**src/rtl/sha_2_pkg.sv**
```systemverilog
// sha_const: SHA-2 round constants, initial values, state encoding and
// width-generic round functions shared by the sha_2 engine.
package sha_const;

    typedef enum logic [1:0] {
        IDLE,
        ROUND,
        FINAL
    } state_e;

    localparam logic [31:0] K256 [64] = '{
        32'h428a2f98, 32'h71374491, 32'hb5c0fbcf, 32'he9b5dba5,
        32'h3956c25b, 32'h59f111f1, 32'h923f82a4, 32'hab1c5ed5,
        32'hd807aa98, 32'h12835b01, 32'h243185be, 32'h550c7dc3,
        32'h72be5d74, 32'h80deb1fe, 32'h9bdc06a7, 32'hc19bf174,
        32'he49b69c1, 32'hefbe4786, 32'h0fc19dc6, 32'h240ca1cc,
        32'h2de92c6f, 32'h4a7484aa, 32'h5cb0a9dc, 32'h76f988da,
        32'h983e5152, 32'ha831c66d, 32'hb00327c8, 32'hbf597fc7,
        32'hc6e00bf3, 32'hd5a79147, 32'h06ca6351, 32'h14292967,
        32'h27b70a85, 32'h2e1b2138, 32'h4d2c6dfc, 32'h53380d13,
        32'h650a7354, 32'h766a0abb, 32'h81c2c92e, 32'h92722c85,
        32'ha2bfe8a1, 32'ha81a664b, 32'hc24b8b70, 32'hc76c51a3,
        32'hd192e819, 32'hd6990624, 32'hf40e3585, 32'h106aa070,
        32'h19a4c116, 32'h1e376c08, 32'h2748774c, 32'h34b0bcb5,
        32'h391c0cb3, 32'h4ed8aa4a, 32'h5b9cca4f, 32'h682e6ff3,
        32'h748f82ee, 32'h78a5636f, 32'h84c87814, 32'h8cc70208,
        32'h90befffa, 32'ha4506ceb, 32'hbef9a3f7, 32'hc67178f2
    };

    localparam logic [63:0] K512 [80] = '{
        64'h428a2f98d728ae22, 64'h7137449123ef65cd,
        64'hb5c0fbcfec4d3b2f, 64'he9b5dba58189dbbc,
        64'h3956c25bf348b538, 64'h59f111f1b605d019,
        64'h923f82a4af194f9b, 64'hab1c5ed5da6d8118,
        64'hd807aa98a3030242, 64'h12835b0145706fbe,
        64'h243185be4ee4b28c, 64'h550c7dc3d5ffb4e2,
        64'h72be5d74f27b896f, 64'h80deb1fe3b1696b1,
        64'h9bdc06a725c71235, 64'hc19bf174cf692694,
        64'he49b69c19ef14ad2, 64'hefbe4786384f25e3,
        64'h0fc19dc68b8cd5b5, 64'h240ca1cc77ac9c65,
        64'h2de92c6f592b0275, 64'h4a7484aa6ea6e483,
        64'h5cb0a9dcbd41fbd4, 64'h76f988da831153b5,
        64'h983e5152ee66dfab, 64'ha831c66d2db43210,
        64'hb00327c898fb213f, 64'hbf597fc7beef0ee4,
        64'hc6e00bf33da88fc2, 64'hd5a79147930aa725,
        64'h06ca6351e003826f, 64'h142929670a0e6e70,
        64'h27b70a8546d22ffc, 64'h2e1b21385c26c926,
        64'h4d2c6dfc5ac42aed, 64'h53380d139d95b3df,
        64'h650a73548baf63de, 64'h766a0abb3c77b2a8,
        64'h81c2c92e47edaee6, 64'h92722c851482353b,
        64'ha2bfe8a14cf10364, 64'ha81a664bbc423001,
        64'hc24b8b70d0f89791, 64'hc76c51a30654be30,
        64'hd192e819d6ef5218, 64'hd69906245565a910,
        64'hf40e35855771202a, 64'h106aa07032bbd1b8,
        64'h19a4c116b8d2d0c8, 64'h1e376c085141ab53,
        64'h2748774cdf8eeb99, 64'h34b0bcb5e19b48a8,
        64'h391c0cb3c5c95a63, 64'h4ed8aa4ae3418acb,
        64'h5b9cca4f7763e373, 64'h682e6ff3d6b2b8a3,
        64'h748f82ee5defb2fc, 64'h78a5636f43172f60,
        64'h84c87814a1f0ab72, 64'h8cc702081a6439ec,
        64'h90befffa23631e28, 64'ha4506cebde82bde9,
        64'hbef9a3f7b2c67915, 64'hc67178f2e372532b,
        64'hca273eceea26619c, 64'hd186b8c721c0c207,
        64'heada7dd6cde0eb1e, 64'hf57d4f7fee6ed178,
        64'h06f067aa72176fba, 64'h0a637dc5a2c898a6,
        64'h113f9804bef90dae, 64'h1b710b35131c471b,
        64'h28db77f523047d84, 64'h32caab7b40c72493,
        64'h3c9ebe0a15c9bebc, 64'h431d67c49c100d4c,
        64'h4cc5d4becb3e42b6, 64'h597f299cfc657e2a,
        64'h5fcb6fab3ad6faec, 64'h6c44198c4a475817
    };

    localparam logic [255:0] IV224 = {
        32'hc1059ed8, 32'h367cd507, 32'h3070dd17, 32'hf70e5939,
        32'hffc00b31, 32'h68581511, 32'h64f98fa7, 32'hbefa4fa4
    };

    localparam logic [255:0] IV256 = {
        32'h6a09e667, 32'hbb67ae85, 32'h3c6ef372, 32'ha54ff53a,
        32'h510e527f, 32'h9b05688c, 32'h1f83d9ab, 32'h5be0cd19
    };

    localparam logic [511:0] IV384 = {
        64'hcbbb9d5dc1059ed8, 64'h629a292a367cd507,
        64'h9159015a3070dd17, 64'h152fecd8f70e5939,
        64'h67332667ffc00b31, 64'h8eb44a8768581511,
        64'hdb0c2e0d64f98fa7, 64'h47b5481dbefa4fa4
    };

    localparam logic [511:0] IV512 = {
        64'h6a09e667f3bcc908, 64'hbb67ae8584caa73b,
        64'h3c6ef372fe94f82b, 64'ha54ff53a5f1d36f1,
        64'h510e527fade682d1, 64'h9b05688c2b3e6c1f,
        64'h1f83d9abfb41bd6b, 64'h5be0cd19137e2179
    };

    // Words travel zero-extended to 64 bits; callers truncate to WIDTH.
    function automatic logic [63:0] rotr(
        input logic [63:0] x,
        input int unsigned n,
        input int unsigned w
    );
        logic [63:0] r;
        case (w)
            32: r = {32'h0, (x[31:0] >> n) | (x[31:0] << (32 - n))};
            default: r = (x >> n) | (x << (64 - n));
        endcase
        return r;
    endfunction

    function automatic logic [63:0] ch(
        input logic [63:0] x,
        input logic [63:0] y,
        input logic [63:0] z
    );
        return (x & y) ^ (~x & z);
    endfunction

    function automatic logic [63:0] maj(
        input logic [63:0] x,
        input logic [63:0] y,
        input logic [63:0] z
    );
        return (x & y) ^ (x & z) ^ (y & z);
    endfunction

    function automatic logic [63:0] bsig0(
        input logic [63:0] x,
        input int unsigned w
    );
        logic [63:0] r;
        case (w)
            32: r = rotr(x, 2, w) ^ rotr(x, 13, w) ^ rotr(x, 22, w);
            default: r = rotr(x, 28, w) ^ rotr(x, 34, w) ^ rotr(x, 39, w);
        endcase
        return r;
    endfunction

    function automatic logic [63:0] bsig1(
        input logic [63:0] x,
        input int unsigned w
    );
        logic [63:0] r;
        case (w)
            32: r = rotr(x, 6, w) ^ rotr(x, 11, w) ^ rotr(x, 25, w);
            default: r = rotr(x, 14, w) ^ rotr(x, 18, w) ^ rotr(x, 41, w);
        endcase
        return r;
    endfunction

    function automatic logic [63:0] ssig0(
        input logic [63:0] x,
        input int unsigned w
    );
        logic [63:0] r;
        case (w)
            32: r = rotr(x, 7, w) ^ rotr(x, 18, w) ^ (x >> 3);
            default: r = rotr(x, 1, w) ^ rotr(x, 8, w) ^ (x >> 7);
        endcase
        return r;
    endfunction

    function automatic logic [63:0] ssig1(
        input logic [63:0] x,
        input int unsigned w
    );
        logic [63:0] r;
        case (w)
            32: r = rotr(x, 17, w) ^ rotr(x, 19, w) ^ (x >> 10);
            default: r = rotr(x, 19, w) ^ rotr(x, 61, w) ^ (x >> 6);
        endcase
        return r;
    endfunction

    function automatic logic [63:0] k_const(
        input logic [6:0] t,
        input int unsigned w
    );
        logic [63:0] r;
        case (w)
            32: r = {32'h0, K256[t[5:0]]};
            default: r = K512[t];
        endcase
        return r;
    endfunction

    function automatic logic [511:0] iv_const(
        input int unsigned w,
        input logic mode
    );
        logic [511:0] r;
        case (w)
            32: r = mode ? {256'h0, IV224} : {256'h0, IV256};
            default: r = mode ? IV384 : IV512;
        endcase
        return r;
    endfunction

endpackage

```
**src/rtl/sha_2_if.sv**
```systemverilog
// Request/response bundle between the padding front end and the sha_2
// engine: one block per Enable, digest plus one-cycle Ready on completion.
interface sha_2_if #(
    parameter int WIDTH = 32
);
    logic [16*WIDTH-1:0] Data;
    logic [63:0]         Index;
    logic                Mode;
    logic                Enable;
    logic                Busy;
    logic [8*WIDTH-1:0]  Hash;
    logic                Ready;

    modport master (
        output Data, Index, Mode, Enable,
        input  Busy, Hash, Ready
    );

    modport slave (
        input  Data, Index, Mode, Enable,
        output Busy, Hash, Ready
    );
endinterface

```
**src/rtl/sha_2_schedule.sv**
```systemverilog
// Message schedule: 16-word sliding window, W[0] feeds the current round
// and the expanded word enters at W[15] on every shift.
module sha_2_schedule
    import sha_const::*;
#(
    parameter int WIDTH = 32
) (
    input  logic                clk,
    input  logic                rst,
    input  logic                load,
    input  logic                shift,
    input  logic [16*WIDTH-1:0] Data,
    output logic [WIDTH-1:0]    W0
);

    logic [WIDTH-1:0] w_q [16];
    logic [WIDTH-1:0] w_new;

    assign w_new = WIDTH'(ssig1(64'(w_q[14]), WIDTH))
                 + w_q[9]
                 + WIDTH'(ssig0(64'(w_q[1]), WIDTH))
                 + w_q[0];

    assign W0 = w_q[0];

    always_ff @(posedge clk or negedge rst) begin
        if (!rst) begin
            for (int i = 0; i < 16; i++) begin
                w_q[i] <= '0;
            end
        end else if (load) begin
            for (int i = 0; i < 16; i++) begin
                w_q[i] <= Data[i*WIDTH +: WIDTH];
            end
        end else if (shift) begin
            for (int i = 0; i < 15; i++) begin
                w_q[i] <= w_q[i+1];
            end
            w_q[15] <= w_new;
        end
    end

endmodule

```
**src/rtl/sha_2.sv**
```systemverilog
// SHA-2 compression engine, one round per clock; keeps the chaining
// value between blocks so multi-block messages need only Index.
module sha_2
    import sha_const::*;
#(
    parameter int WIDTH = 32
) (
    input logic     clk,
    input logic     rst,
    sha_2_if.slave  bus
);

    localparam int ROUNDS = (WIDTH == 32) ? 64 : 80;
    localparam int HW     = 8 * WIDTH;

    state_e state_q;
    state_e state_d;

    logic [6:0]       cnt_q;
    logic [HW-1:0]    hv_q;
    logic [HW-1:0]    wk_q;
    logic [HW-1:0]    hash_q;
    logic             ready_q;

    logic [HW-1:0]    start_h;
    logic [HW-1:0]    sum_h;
    logic [HW-1:0]    wk_d;
    logic [WIDTH-1:0] a, b, c, d, e, f, g, h;
    logic [WIDTH-1:0] w0, kt, t1, t2;
    logic             start;
    logic             shift;
    logic             last;

    assign {a, b, c, d, e, f, g, h} = wk_q;

    assign start = (state_q == IDLE) && bus.Enable;
    assign shift = (state_q == ROUND);
    assign last  = (cnt_q == 7'(ROUNDS - 1));

    sha_2_schedule #(
        .WIDTH(WIDTH)
    ) u_sched (
        .clk   (clk),
        .rst   (rst),
        .load  (start),
        .shift (shift),
        .Data  (bus.Data),
        .W0    (w0)
    );

    // The IV replaces the chaining value only on the first block.
    assign start_h = (bus.Index == 64'd1)
                   ? HW'(iv_const(WIDTH, bus.Mode))
                   : hv_q;

    assign kt = WIDTH'(k_const(cnt_q, WIDTH));

    assign t1 = h
              + WIDTH'(bsig1(64'(e), WIDTH))
              + WIDTH'(ch(64'(e), 64'(f), 64'(g)))
              + kt
              + w0;

    assign t2 = WIDTH'(bsig0(64'(a), WIDTH))
              + WIDTH'(maj(64'(a), 64'(b), 64'(c)));

    assign wk_d = {t1 + t2, a, b, c, d + t1, e, f, g};

    always_comb begin
        sum_h = '0;
        for (int k = 0; k < 8; k++) begin
            sum_h[k*WIDTH +: WIDTH] = hv_q[k*WIDTH +: WIDTH]
                                    + wk_q[k*WIDTH +: WIDTH];
        end
    end

    always_comb begin
        state_d = state_q;
        unique case (state_q)
            IDLE:    if (bus.Enable) state_d = ROUND;
            ROUND:   if (last) state_d = FINAL;
            FINAL:   state_d = IDLE;
            default: state_d = IDLE;
        endcase
    end

    always_ff @(posedge clk or negedge rst) begin
        if (!rst) begin
            state_q <= IDLE;
        end else begin
            state_q <= state_d;
        end
    end

    always_ff @(posedge clk or negedge rst) begin
        if (!rst) begin
            cnt_q   <= '0;
            hv_q    <= '0;
            wk_q    <= '0;
            hash_q  <= '0;
            ready_q <= 1'b0;
        end else begin
            ready_q <= (state_q == FINAL);
            unique case (state_q)
                IDLE: begin
                    if (start) begin
                        hv_q  <= start_h;
                        wk_q  <= start_h;
                        cnt_q <= '0;
                    end
                end
                ROUND: begin
                    wk_q <= wk_d;
                    if (!last) cnt_q <= cnt_q + 7'd1;
                end
                FINAL: begin
                    hv_q   <= sum_h;
                    hash_q <= sum_h;
                end
                default: ;
            endcase
        end
    end

    assign bus.Busy  = (state_q != IDLE);
    assign bus.Ready = ready_q;
    assign bus.Hash  = hash_q;

endmodule

```
**src/flat_wrapper.sv**
```systemverilog
// flat-port wrapper written by rule: the top's interface ports become plain ports
module sha_2_flat import sha_const::*;
#(
    parameter int WIDTH = 32
)
  (clk, rst, bus_Data, bus_Index, bus_Mode, bus_Enable, bus_Busy, bus_Hash, bus_Ready);
  sha_2_if #(.WIDTH(WIDTH)) bus_i ();
  input logic clk;
  input logic rst;
  input wire logic [$bits(bus_i.Data)-1:0] bus_Data;
  input wire logic [$bits(bus_i.Index)-1:0] bus_Index;
  input wire logic [$bits(bus_i.Mode)-1:0] bus_Mode;
  input wire logic [$bits(bus_i.Enable)-1:0] bus_Enable;
  output wire logic [$bits(bus_i.Busy)-1:0] bus_Busy;
  output wire logic [$bits(bus_i.Hash)-1:0] bus_Hash;
  output wire logic [$bits(bus_i.Ready)-1:0] bus_Ready;
  assign bus_i.Data = bus_Data;
  assign bus_i.Index = bus_Index;
  assign bus_i.Mode = bus_Mode;
  assign bus_i.Enable = bus_Enable;
  assign bus_Busy = bus_i.Busy;
  assign bus_Hash = bus_i.Hash;
  assign bus_Ready = bus_i.Ready;
  sha_2 #(.WIDTH(WIDTH)) u_core (.clk(clk), .rst(rst), .bus(bus_i));
endmodule
```
**config.mk**
```make
export PLATFORM = sky130hd
export DESIGN_NAME = sha_2_flat
export DESIGN_NICKNAME = d
export VERILOG_FILES = /design/src/rtl/sha_2_pkg.sv /design/src/rtl/sha_2_if.sv /design/src/rtl/sha_2_schedule.sv /design/src/rtl/sha_2.sv /design/src/flat_wrapper.sv
export SDC_FILE = /design/constraint.sdc
export NUM_CORES = 2
export LEC_CHECK = 0
export CORE_MARGIN = 3
export CORE_UTILIZATION = 35
export DETAILED_ROUTE_END_ITERATION = 10
export PLACE_DENSITY = 0.58
export SYNTH_ARGS = -nofsm -noshare
export SYNTH_HDL_FRONTEND = slang
export SYNTH_SLANG_ARGS = --single-unit
```
**constraint.sdc**
```tcl
create_clock -name clk -period 10.8 [get_ports clk]
set_input_delay 3.24 -clock clk [delete_from_list [all_inputs] [get_ports clk]]
set_output_delay 3.24 -clock clk [all_outputs]
set_load 0.01 [all_outputs]
```
==> results.yml <==
routing:
  wire_per_inst_um: 28.1
  drc: 0
  drtIter0Drc: 7540
  antenna_left: 0
  drtPass1Iterations: 8
  vias: 74030
  routed-wl-met2_um: 167000
  met1_length_um: 148000
  viasPerCell: 5.71
  top_layer: "met5"
  wl_met3_um: 27800
  drt-total-wl_um: 365000
place:
  routabilityCongestion: 0.965
  pre_cts_ws_ns: 2.01
  port_buffers: 837
  place_hpwl_um: 275000
  place_area_sq_um: 91800
yosys:
  synth-seq-cells: 1290
  synth_cell_types: 92
  avgSynthCellArea_sq_um: 8.66
  synthArstFlopShare_pct: 100
  syn_nets: 10484
  seq_area_frac_synth_pct: 40.0
  synth_edf_count: 0
  yosys_warnings: 0
  yosysTopAreaCell: "dfrtp_1"
  synth_area_sq_um: 80700
  synth_top_area_share_pct: 40.0
  ys.flop_type: "dfrtp_1"
  syn_inst: 9316
  synthTopCellsByArea: "dfrtp_1 40%, nand2_1 9.9%, ha_1 6.1%"
layout:
  final_nets: 10961
  fill_cells: 22440
  mostFrequentLayoutCells: "2123 x nand2_1, 1287 x dfrtp_1, 836 x clkdlybuf4s50_1"
  syn2layout_area_growth_pct: 20.4
  drive_above_1_share_pct: 4.88
  final_common_cell: "nand2_1"
  multi_input_area_sq_um: 45200
  regArea_sq_um: 32300
  final_area_sq_um: 97200
timing:
  skew_ns: 0.0396
  tns_ns: 0
  max_freq_mhz: 111
  post-route-period-util_pct: 83.7
  relSlewSlack_pct: 8.98
  fin_ws_ns: 1.76
  fin_crit_ns: 9.04
  timing.final.max_slew_violations: 0
  rsz0062_at_grt: "no"
  hold_violations: 0
  worstMarginPinSlew_ns: 1.37
  setup-violations-final: 0
die:
  ios: 838
  rows: 175
  die_area_sq_um: 236000
  start_util_pct: 35.3
  coreArea_sq_um: 228000
  dieWidth_um: 486
  die_height_um: 486
grt:
  grt_pass1_wl_um: 519000
  grt_max_degree: 216
  globalRouteTotalUtil_pct: 29.9
  grt_pass1_vias: 71828
  gr-total-overflow: 0
  antenna_found_initial: 75
clocking:
  cts_buffer_depth: 3
  cts.clk_slew.worst_paths_ns: 0.06
  clkLatencyLatePin_ns: 0.84
  cts_root_buf: "clkbuf_16"
  numCtsBuffers: 154
  cts-hold-fix-buffers: 0
  ctsResizeCount: 0
  cts_setup_buffers: 0
  clock-sinks: 1290
  htreeDepth: 4
  cts_tree: "done"
critical_path:
  endpoint_kind: "flip-flop"
  r2r_setup_slack_ns: 1.76
  critPathKind: "flip-flop to flip-flop"
  cp.required_ns: 11.53
  crit_slowest_cell: "ha_1"
  max_stage_delay_ns: 0.69
  startpoint_type: "flip-flop"
  arrival_ns: 9.77
  crit_fanout: 28
outcome:
  status: "completed"
job:
  maxCapViolations: 0
hold_path:
  hold_path.class: "flip-flop to flip-flop"
## stage by stage
| stage | utilization, % | hold slack (ns) | instances |
|---|---|---|---|
| 2_1_floorplan | - | 0.435 | 9316 |
| 3_5_place_dp | 40.2 | 0.460 | 12646 |
| 5_1_grt | 42.5 | 0.483 | 12938 |
| 3_3_place_gp | 40.2 | 0.454 | 12646 |
| 4_1_cts | 42.5 | 0.468 | 12927 |
| 6_report | 42.6 | 0.460 | 12960 |
## sequential cells by signal, indices dropped and copies added, names as in the netlist
signal / count
u_core.state_q: 2
u_core.bus.Hash: 256
u_core.u_sched.W0: 32
u_core.u_sched.w_q: 480
u_core.hv_q: 256
u_core.wk_q: 256
u_core.bus.Ready: 1
u_core.cnt_q: 7
## area by class of cell
cell class | instances | share of cell area [%]
multi-input combinational | 7136 | 46.5
inverter | 245 | 0.954
clock inverter | 66 | 0.904
sequential | 1290 | 33.2
antenna | 33 | 0.0850
timing repair buffer | 966 | 9.89
clock buffer | 215 | 4.56
tap | 3009 | 3.87
## path summary, 6_finish.rpt
kind | to | start | cells past startpoint
max reg2reg | u_core.wk_q[255] | u_core.cnt_q[0] | 30
min reg2reg | u_core.state_q[1] | u_core.cnt_q[6] | 1
max | u_core.wk_q[255] | u_core.cnt_q[0] | 30
min in group asynchronous | u_core.bus.Hash[48] | rst | 1
min | u_core.state_q[1] | u_core.cnt_q[6] | 1
max in group asynchronous | u_core.u_sched.w_q[6] | rst | 3
## worst max-delay path: cells and delay by family (launching register included)
kind	cells	cell delay, ns
AOI/OAI and AO/OA	14	3.63
xor gates and xnor gates	2	0.75
DFF	1	0.35
adders and majority gates	6	2.84
buffers and inverters	4	0.54
and+or+nand+nor	4	0.83
## per-layer routing
layer / up-vias / GRT usage, %
met5: - / 0
met4: 82 / 14.9
met3: 737 / 6.84
met2: 3098 / 47.9
met1: 36744 / 37.9
li1: 33369 / -
## logic make-up after synthesis
| group | count (synthesis) | synth area share, % |
|---|---|---|
| AOI/OAI and AO/OA | 2673 | 21.0 |
| DFF | 1290 | 40.0 |
| buffers and inverters | 890 | 4.16 |
| adders and majority gates | 610 | 11.2 |
| and+or+nand+nor | 3229 | 16.6 |
| muxes | 51 | 0.747 |
| xor gates and xnor gates | 573 | 6.29 |
## synth_stat cells, types with 47 or more instances
library cell / number
a21oi_1: 747
xor2_1: 150
o31ai_1: 81
nor2b_1: 47
dfrtp_1: 1290
inv_1: 244
a31oi_1: 96
xnor2_1: 419
a211oi_1: 74
fa_1: 195
a21o_1: 227
a22oi_1: 495
o211ai_1: 66
nor2_1: 468
ha_1: 393
o21ai_0: 542
nand3_1: 142
nand2_1: 2128
nor3_1: 140
buf_1: 50
clkbuf_1: 584
nand2b_1: 66
o21a_1: 62
Power is left out: the tool's default activity adds up to more than one toggle a clock period on the data nets, which glitch-free logic cannot reach.
